$ cat src/rtl/node_input_arbiter_pkg.sv
// Shared definitions for the ring node input arbiter: word geometry,
// port codes and the round-robin search helper.
package node_pkg;

    localparam int DATA_WIDTH       = 32;
    localparam int NODE_IP_BITWIDTH = 3;
    localparam int FIFO_DEPTH       = 4;
    localparam int NUM_PORTS        = 3;

    // Port codes as presented on source_port.
    localparam logic [1:0] PORT_RING0 = 2'b00;
    localparam logic [1:0] PORT_RING1 = 2'b01;
    localparam logic [1:0] PORT_LOCAL = 2'b10;

    // Instruction word fields.
    localparam int DEST_MSB = 31;
    localparam int DEST_LSB = 29;
    localparam int ORIG_MSB = 28;
    localparam int ORIG_LSB = 26;

    typedef struct packed {
        logic       found;
        logic [1:0] port;
    } grant_t;

    // Successor of a port code in the 0 -> 1 -> 2 -> 0 cycle.
    function automatic logic [1:0] next_port(input logic [1:0] p);
        return (p == PORT_LOCAL) ? PORT_RING0 : p + 2'd1;
    endfunction

    // First requesting port, searching from start and wrapping 2 -> 0.
    function automatic grant_t rr_pick(input logic [2:0] req, input logic [1:0] start);
        grant_t     g;
        logic [1:0] p;
        g = '0;
        p = start;
        for (int k = 0; k < NUM_PORTS; k++) begin
            if (!g.found && req[p]) begin
                g.found = 1'b1;
                g.port  = p;
            end
            p = next_port(p);
        end
        return g;
    endfunction

endpackage

$ cat src/rtl/node_input_arbiter_if.sv
// Handshake bundle between the three node inputs, the arbiter and the
// routing controller. slave = arbiter side, master = the environment.
interface node_input_arbiter_if #(
    parameter int DATA_WIDTH = node_pkg::DATA_WIDTH
);
    logic [2:0]              in_valid;
    logic [3*DATA_WIDTH-1:0] in_data;
    logic [2:0]              in_ready;
    logic                    out_valid;
    logic                    out_ready;
    logic [1:0]              source_port;
    logic [DATA_WIDTH-1:0]   instruction_out;

    modport slave (
        input  in_valid, in_data, out_ready,
        output in_ready, out_valid, source_port, instruction_out
    );

    modport master (
        output in_valid, in_data, out_ready,
        input  in_ready, out_valid, source_port, instruction_out
    );
endinterface

$ cat src/rtl/node_input_fifo.sv
// Per-port input FIFO. Pointers carry one extra wrap bit so full and
// empty are distinguished without a separate counter. Push when full and
// pop when empty are ignored.
module node_input_fifo #(
    parameter int DATA_WIDTH = 32,
    parameter int FIFO_DEPTH = 4
) (
    input  logic                  clk,
    input  logic                  rst,
    input  logic                  push_i,
    input  logic                  pop_i,
    input  logic [DATA_WIDTH-1:0] din_i,
    output logic [DATA_WIDTH-1:0] dout_o,
    output logic                  full_o,
    output logic                  empty_o
);
    localparam int AW = $clog2(FIFO_DEPTH);

    logic [AW:0]           wr_ptr_q, wr_ptr_d;
    logic [AW:0]           rd_ptr_q, rd_ptr_d;
    logic [DATA_WIDTH-1:0] mem_q [FIFO_DEPTH];
    logic                  wr_en, rd_en;

    assign full_o  = (wr_ptr_q[AW-1:0] == rd_ptr_q[AW-1:0]) && (wr_ptr_q[AW] != rd_ptr_q[AW]);
    assign empty_o = (wr_ptr_q == rd_ptr_q);
    assign dout_o  = mem_q[rd_ptr_q[AW-1:0]];
    assign wr_en   = push_i && !full_o;
    assign rd_en   = pop_i && !empty_o;

    // Pointer advance on accepted push / pop.
    always_comb begin
        // NOTE: every always_comb output gets a default first so no latch is inferred.
        wr_ptr_d = wr_ptr_q;
        rd_ptr_d = rd_ptr_q;
        if (wr_en) wr_ptr_d = wr_ptr_q + 1'b1;
        if (rd_en) rd_ptr_d = rd_ptr_q + 1'b1;
    end

    // Pointer registers, cleared by reset.
    always_ff @(posedge clk or posedge rst) begin
        // NOTE: state uses non-blocking assignment so all flops sample pre-edge values.
        if (rst) begin
            wr_ptr_q <= '0;
            rd_ptr_q <= '0;
        end else begin
            wr_ptr_q <= wr_ptr_d;
            rd_ptr_q <= rd_ptr_d;
        end
    end

    // Storage write.
    always_ff @(posedge clk) begin
        // NOTE: storage is not reset; empty pointers make stale contents unreachable.
        if (wr_en) mem_q[wr_ptr_q[AW-1:0]] <= din_i;
    end

endmodule

$ cat src/rtl/node_input_arbiter.sv
// Upstream stage of the ring node routing controller: three input FIFOs
// (ring 0, ring 1, local injection), a round-robin arbiter and one
// registered output slot with a valid/ready handshake.
// Optional build macro RING_PRIORITY_EN: ring ports share round-robin and
// the local port is served only when both ring FIFOs are empty.
module node_input_arbiter import node_pkg::*; #(
    parameter int DATA_WIDTH = node_pkg::DATA_WIDTH,
    parameter int FIFO_DEPTH = node_pkg::FIFO_DEPTH
) (
    input  logic                 clk,
    input  logic                 rst,
    node_input_arbiter_if.slave  bus
);
    logic [2:0]            fifo_full, fifo_empty, push, pop;
    logic [DATA_WIDTH-1:0] fifo_dout [NUM_PORTS];

    logic [2:0]            req, req_eff;
    grant_t                grant;
    logic                  load;

    logic                  out_valid_q, out_valid_d;
    logic [1:0]            source_q, source_d;
    logic [DATA_WIDTH-1:0] data_q, data_d;
    logic [1:0]            rr_ptr_q, rr_ptr_d;   // first port examined next search

    for (genvar g = 0; g < NUM_PORTS; g++) begin : g_fifo
        node_input_fifo #(
            .DATA_WIDTH (DATA_WIDTH),
            .FIFO_DEPTH (FIFO_DEPTH)
        ) u_fifo (
            .clk     (clk),
            .rst     (rst),
            .push_i  (push[g]),
            .pop_i   (pop[g]),
            .din_i   (bus.in_data[g*DATA_WIDTH +: DATA_WIDTH]),
            .dout_o  (fifo_dout[g]),
            .full_o  (fifo_full[g]),
            .empty_o (fifo_empty[g])
        );
    end

    // Ready reflects registered fullness only; a same-cycle pop does not free a slot.
    assign bus.in_ready = ~fifo_full;
    assign push         = bus.in_valid & ~fifo_full;

    // Grant selection and slot load decision.
    always_comb begin
        req = ~fifo_empty;
`ifdef RING_PRIORITY_EN
        req_eff = (|req[1:0]) ? {1'b0, req[1:0]} : req;
`else
        req_eff = req;
`endif
        grant = rr_pick(req_eff, rr_ptr_q);
        load  = (!out_valid_q || bus.out_ready) && grant.found;
        pop   = load ? (3'b001 << grant.port) : 3'b000;
    end

    // Next slot contents and round-robin pointer.
    always_comb begin
        out_valid_d = out_valid_q;
        source_d    = source_q;
        data_d      = data_q;
        rr_ptr_d    = rr_ptr_q;
        if (load) begin
            out_valid_d = 1'b1;
            source_d    = grant.port;
            data_d      = fifo_dout[grant.port];
`ifdef RING_PRIORITY_EN
            // Local grants leave the ring alternation where it was.
            if (grant.port != PORT_LOCAL) rr_ptr_d = next_port(grant.port);
`else
            rr_ptr_d = next_port(grant.port);
`endif
        end else if (bus.out_ready) begin
            out_valid_d = 1'b0;
        end
    end

    // Output slot and arbitration state registers.
    always_ff @(posedge clk or posedge rst) begin
        if (rst) begin
            out_valid_q <= 1'b0;
            source_q    <= PORT_RING0;
            data_q      <= '0;
            rr_ptr_q    <= PORT_RING0;
        end else begin
            out_valid_q <= out_valid_d;
            source_q    <= source_d;
            data_q      <= data_d;
            rr_ptr_q    <= rr_ptr_d;
        end
    end

    assign bus.out_valid       = out_valid_q;
    assign bus.source_port     = source_q;
    assign bus.instruction_out = data_q;

endmodule
$ cat src/flat_wrapper.sv
// flat-port wrapper written by rule: the top's interface ports become plain ports
module node_input_arbiter_flat import node_pkg::*;
#(
    parameter int DATA_WIDTH = node_pkg::DATA_WIDTH,
    parameter int FIFO_DEPTH = node_pkg::FIFO_DEPTH
)
  (clk, rst, bus_in_valid, bus_in_data, bus_out_ready, bus_in_ready, bus_out_valid, bus_source_port, bus_instruction_out);
  node_input_arbiter_if #(.DATA_WIDTH(DATA_WIDTH)) bus_i ();
  input  logic clk;
  input  logic rst;
  input wire logic [$bits(bus_i.in_valid)-1:0] bus_in_valid;
  input wire logic [$bits(bus_i.in_data)-1:0] bus_in_data;
  input wire logic [$bits(bus_i.out_ready)-1:0] bus_out_ready;
  output wire logic [$bits(bus_i.in_ready)-1:0] bus_in_ready;
  output wire logic [$bits(bus_i.out_valid)-1:0] bus_out_valid;
  output wire logic [$bits(bus_i.source_port)-1:0] bus_source_port;
  output wire logic [$bits(bus_i.instruction_out)-1:0] bus_instruction_out;
  assign bus_i.in_valid = bus_in_valid;
  assign bus_i.in_data = bus_in_data;
  assign bus_i.out_ready = bus_out_ready;
  assign bus_in_ready = bus_i.in_ready;
  assign bus_out_valid = bus_i.out_valid;
  assign bus_source_port = bus_i.source_port;
  assign bus_instruction_out = bus_i.instruction_out;
  node_input_arbiter #(.DATA_WIDTH(DATA_WIDTH), .FIFO_DEPTH(FIFO_DEPTH)) u_core (.clk(clk), .rst(rst), .bus(bus_i));
endmodule
$ cat config.mk
export PLATFORM = sky130hd
export DESIGN_NAME = node_input_arbiter_flat
export DESIGN_NICKNAME = d
export VERILOG_FILES = /design/src/rtl/node_input_arbiter_pkg.sv /design/src/rtl/node_input_arbiter_if.sv /design/src/rtl/node_input_fifo.sv /design/src/rtl/node_input_arbiter.sv /design/src/flat_wrapper.sv
export SDC_FILE = /design/constraint.sdc
export NUM_CORES = 1
export LEC_CHECK = 0
export CAP_MARGIN = 0
export CORE_MARGIN = 2
export CORE_UTILIZATION = 45
export CTS_CLUSTER_DIAMETER = 80
export DETAILED_ROUTE_END_ITERATION = 10
export PLACE_DENSITY_LB_ADDON = 0.05
export SLEW_MARGIN = 5
export SYNTH_ARGS = -nofsm -noshare
export SYNTH_HDL_FRONTEND = slang
export SYNTH_HIERARCHICAL = 1
export SYNTH_SLANG_ARGS = --single-unit
$ cat constraint.sdc
create_clock -name clk -period 4.2 [get_ports clk]
set_clock_uncertainty 0.15 [all_clocks]
set_input_delay 0.42 -clock clk [delete_from_list [all_inputs] [get_ports clk]]
set_output_delay 0.42 -clock clk [all_outputs]
set_load 0.03 [all_outputs]
==> flow_summary_export.csv <==
group,metric,value,unit
yosys,synth_edf_count,384,
clock_network,clk_path_buf_depth,3,
routing,drt_wl_total,40200,um
timing,grt_setup_unrepaired,"false",
timing,setup_viol,0,
cells_and_area,fill_cells,3093,
yosys,syn_area_per_cell,20.1,um^2
cells_and_area,fin_nets,1168,
yosys,yosysSeqAreaShare,73.6,%
yosys,async_flop_share,12.5,%
critical_path,worst-r2r-cell-count,7,
routing,routed_via_density,5.50,
routing,drt-wirelength-per-cell,25.1,um
placement,port_buffers,139,
grt,grt_max_degree,37,
routing,drtIter0Drc,493,
clock_network,post_cts_buffers,0,
placement,place_hpwl,26600,um
floorplanning,die_w,201,um
outcome,outcome,"finished clean",
yosys,synth_area,17500,um^2
placement,dp_cells,1521,
cells_and_area,layout-drive-gt1-share,24.1,%
timing,tns,0,ns
grt,grt_first_pass_wirelength,59500,um
clock_network,cts_max_level,2,
job,drv_cap,0,
yosys,syn-num-nets,990,
cells_and_area,final_area,21100,um^2
critical_path,reg2reg_to,"u_core/bus.instruction_out[18]",
timing,final_hold_viol_count,0,
routing,vias,8841,
floorplanning,io_pins,140,
power_and_ir_drop,p_per_area,790,nW/um^2
placement,place.gp.congestion,0.774,
floorplanning,start_util,45.5,%
critical_path,worst-setup-path-type,"flop to flop",
yosys,ys_ff_latch,439,
grt,antenna_found_initial,0,
power_and_ir_drop,total_power,16.7,mW
critical_path,crit_fanout,23,
cells_and_area,final_util,54.8,%
power_and_ir_drop,vdd_drop_max,507,uV
timing,fmax,321,MHz
critical_path,rr_startpoint,"u_core/g_fifo[2].u_fifo/rd_ptr_q[1]",
routing,drtAntennaViolNets,0,
critical_path,startpoint,"u_core/g_fifo[2].u_fifo/rd_ptr_q[1]",
yosys,synth_cell_types,42,
cells_and_area,final_cells,1606,
clock_network,cts_tree,"yes",
critical_path,cp_data_arrival_time,3.45,ns
cells_and_area,layout_commonest_cell,"edfxtp_1",
clock_network,root_buffer,"clkbuf_16",
critical_path,crit_end,"u_core/bus.instruction_out[18]",
timing,slew_violations,0,
clock_network,clock-sinks,439,
clock_network,cts-buffers-inserted,46,
cells_and_area,final_cell_mix,"384 x edfxtp_1, 139 x clkdlybuf4s50_1, 96 x mux4_2, 52 x dfrtp_1, 49 x clkbuf_16",
critical_path,crit_path_end_kind,"flop",
timing,min_period_over_period,74.3,%
routing,dr.pass1.iters,5,
worst_hold_path,hold_class,"primary input to asynchronous set/reset pin",
grt,grt_overflow,0,
cells_and_area,syn_to_final_growth,20.7,%
power_and_ir_drop,p_leak,7.02,nW
clock_network,cts.reportedPaths.clkPinSlew,0.06,ns
timing,layout_min_cycle_time,3.12,ns
cells_and_area,diodes,0,
floorplanning,dieArea,40500,um^2
yosys,yosys_most_used_dff,"edfxtp_1",
grt,grt_util_all_layers,20.2,%
placement,dpl-instance-area,19600,um^2
floorplanning,die_h,201,um
floorplanning,rows,72,
yosys,netlist_instances,873,
yosys,yosys_warnings,6,
clock_network,cts_resized,0,
clock_network,clkLatencyLatePin,0.57,ns
timing,slew-limit-headroom,47.7,%
grt,grt_pass1_vias,9200,
critical_path,crit_required,4.53,ns
critical_path,ff2ff_setup_slack,1.08,ns
clock_network,hold_buffers,0,
critical_path,start_kind,"flop",
timing,tightest_slew,0.778,ns
routing,route.detailed.drc,0,
floorplanning,coreArea,38600,um^2
per-layer routing:
layer  global-route usage, %  wire [um]  up-vias
li1                        -          -     3920
met1                    28.6      17700     4650
met2                    32.3      19700      214
met3                    3.37       1860       57
met4                    6.72        996        0
met5                       0          0        -
sequential cells by signal, indices dropped and copies added (netlist names):
name / count
u_core/bus.out_valid: 1
u_core/bus.instruction_out: 32
u_core/bus.source_port: 2
u_core/rr_ptr_q: 2
u_core/g_fifo.u_fifo/mem_q: 384
u_core/g_fifo.u_fifo/wr_ptr_q: 9
u_core/g_fifo.u_fifo/rd_ptr_q: 9
worst max-delay path: stages (launching register included):
cell     delay [ns]
dfrtp_1        0.60
xor2_1         0.20
nor3_1         0.67
a21o_1         0.25
a211o_2        0.39
buf_4          0.43
o22ai_2        0.15
a31oi_1        0.16
logic make-up (layout without fill, tap and decap cells):
logic type	after synthesis	in the layout	synth area share (%)
AOI/OAI and AO/OA	151	151	6.67
xor gates and xnor gates	27	27	1.73
adders and majority gates	15	15	1.07
buffers and inverters	66	281	2.32
DFF	439	439	73.6
muxes	96	96	12.3
and+or+nand+nor	79	79	2.23
cell usage after synthesis (3+ instances only):
library cell,instances,area share [%]
a21oi_1,15,0.43
nor2_1,3,0.064
nor2b_1,3,0.11
inv_1,22,0.47
xor2_1,6,0.30
o21ai_1,3,0.086
a21o_1,4,0.17
ha_1,15,1.1
xnor2_1,12,0.60
nor3_1,5,0.14
xnor2_2,3,0.28
mux4_2,96,12
o31ai_1,11,0.47
buf_4,6,0.26
dfrtp_1,55,7.9
a211oi_2,7,0.50
nand3_1,3,0.086
edfxtp_1,384,66
nand2b_1,9,0.32
a31oi_2,3,0.21
clkbuf_1,3,0.064
xor2_2,6,0.56
o22ai_1,4,0.14
o22ai_2,28,2.0
buf_6,15,0.96
and3_1,9,0.32
o21ai_0,32,0.91
nand3_2,3,0.17
and2_1,3,0.11
a31oi_1,34,1.2
buf_2,19,0.54
nand2_1,39,0.84
layout make-up:
cell class                 instances  area (um^2)  share of cell area [%]
clock buffer                      64         1310                    6.21
inverter                          23         86.3                   0.408
tap                              518          648                    3.06
multi-input combinational        368         4260                    20.2
timing repair buffer             173         1670                    7.90
sequential                       439        12900                    61.1
clock inverter                    21          254                    1.20
how the worst min path moves through the flow:
| stage | from | to | cells after the start |
|---|---|---|---|
| after global placement | u_core/bus.source_port[0] | u_core/bus.source_port[0] | 1 |
| final | rst | u_core/bus.instruction_out[3] | 2 |
| after floorplan | rst | u_core/g_fifo[0].u_fifo/rd_ptr_q[0] | 1 |
| after global routing | rst | u_core/bus.instruction_out[3] | 2 |
| after CTS | rst | u_core/bus.instruction_out[3] | 2 |
| after detailed placement | u_core/bus.source_port[1] | u_core/bus.source_port[1] | 2 |
metrics by stage:
| stage | worst slack (ns) | hold slack, ns |
|---|---|---|
| 2_1_floorplan | 1.35 | 0.0610 |
| 3_3_place_gp | 1.16 | 0.382 |
| 3_5_place_dp | 1.09 | 0.368 |
| 4_1_cts | 1.03 | 0.178 |
| 5_1_grt | 0.884 | 0.221 |
| 6_report | 1.08 | 0.189 |
where the power goes:
part / internal, mW / total [mW] / switching (mW)
sequential: 5.99 / 6.54 / 0.554
clock: 2.55 / 4.16 / 1.62
combinational: 2.40 / 6.01 / 3.61
(Power assumes the default switching activity.)
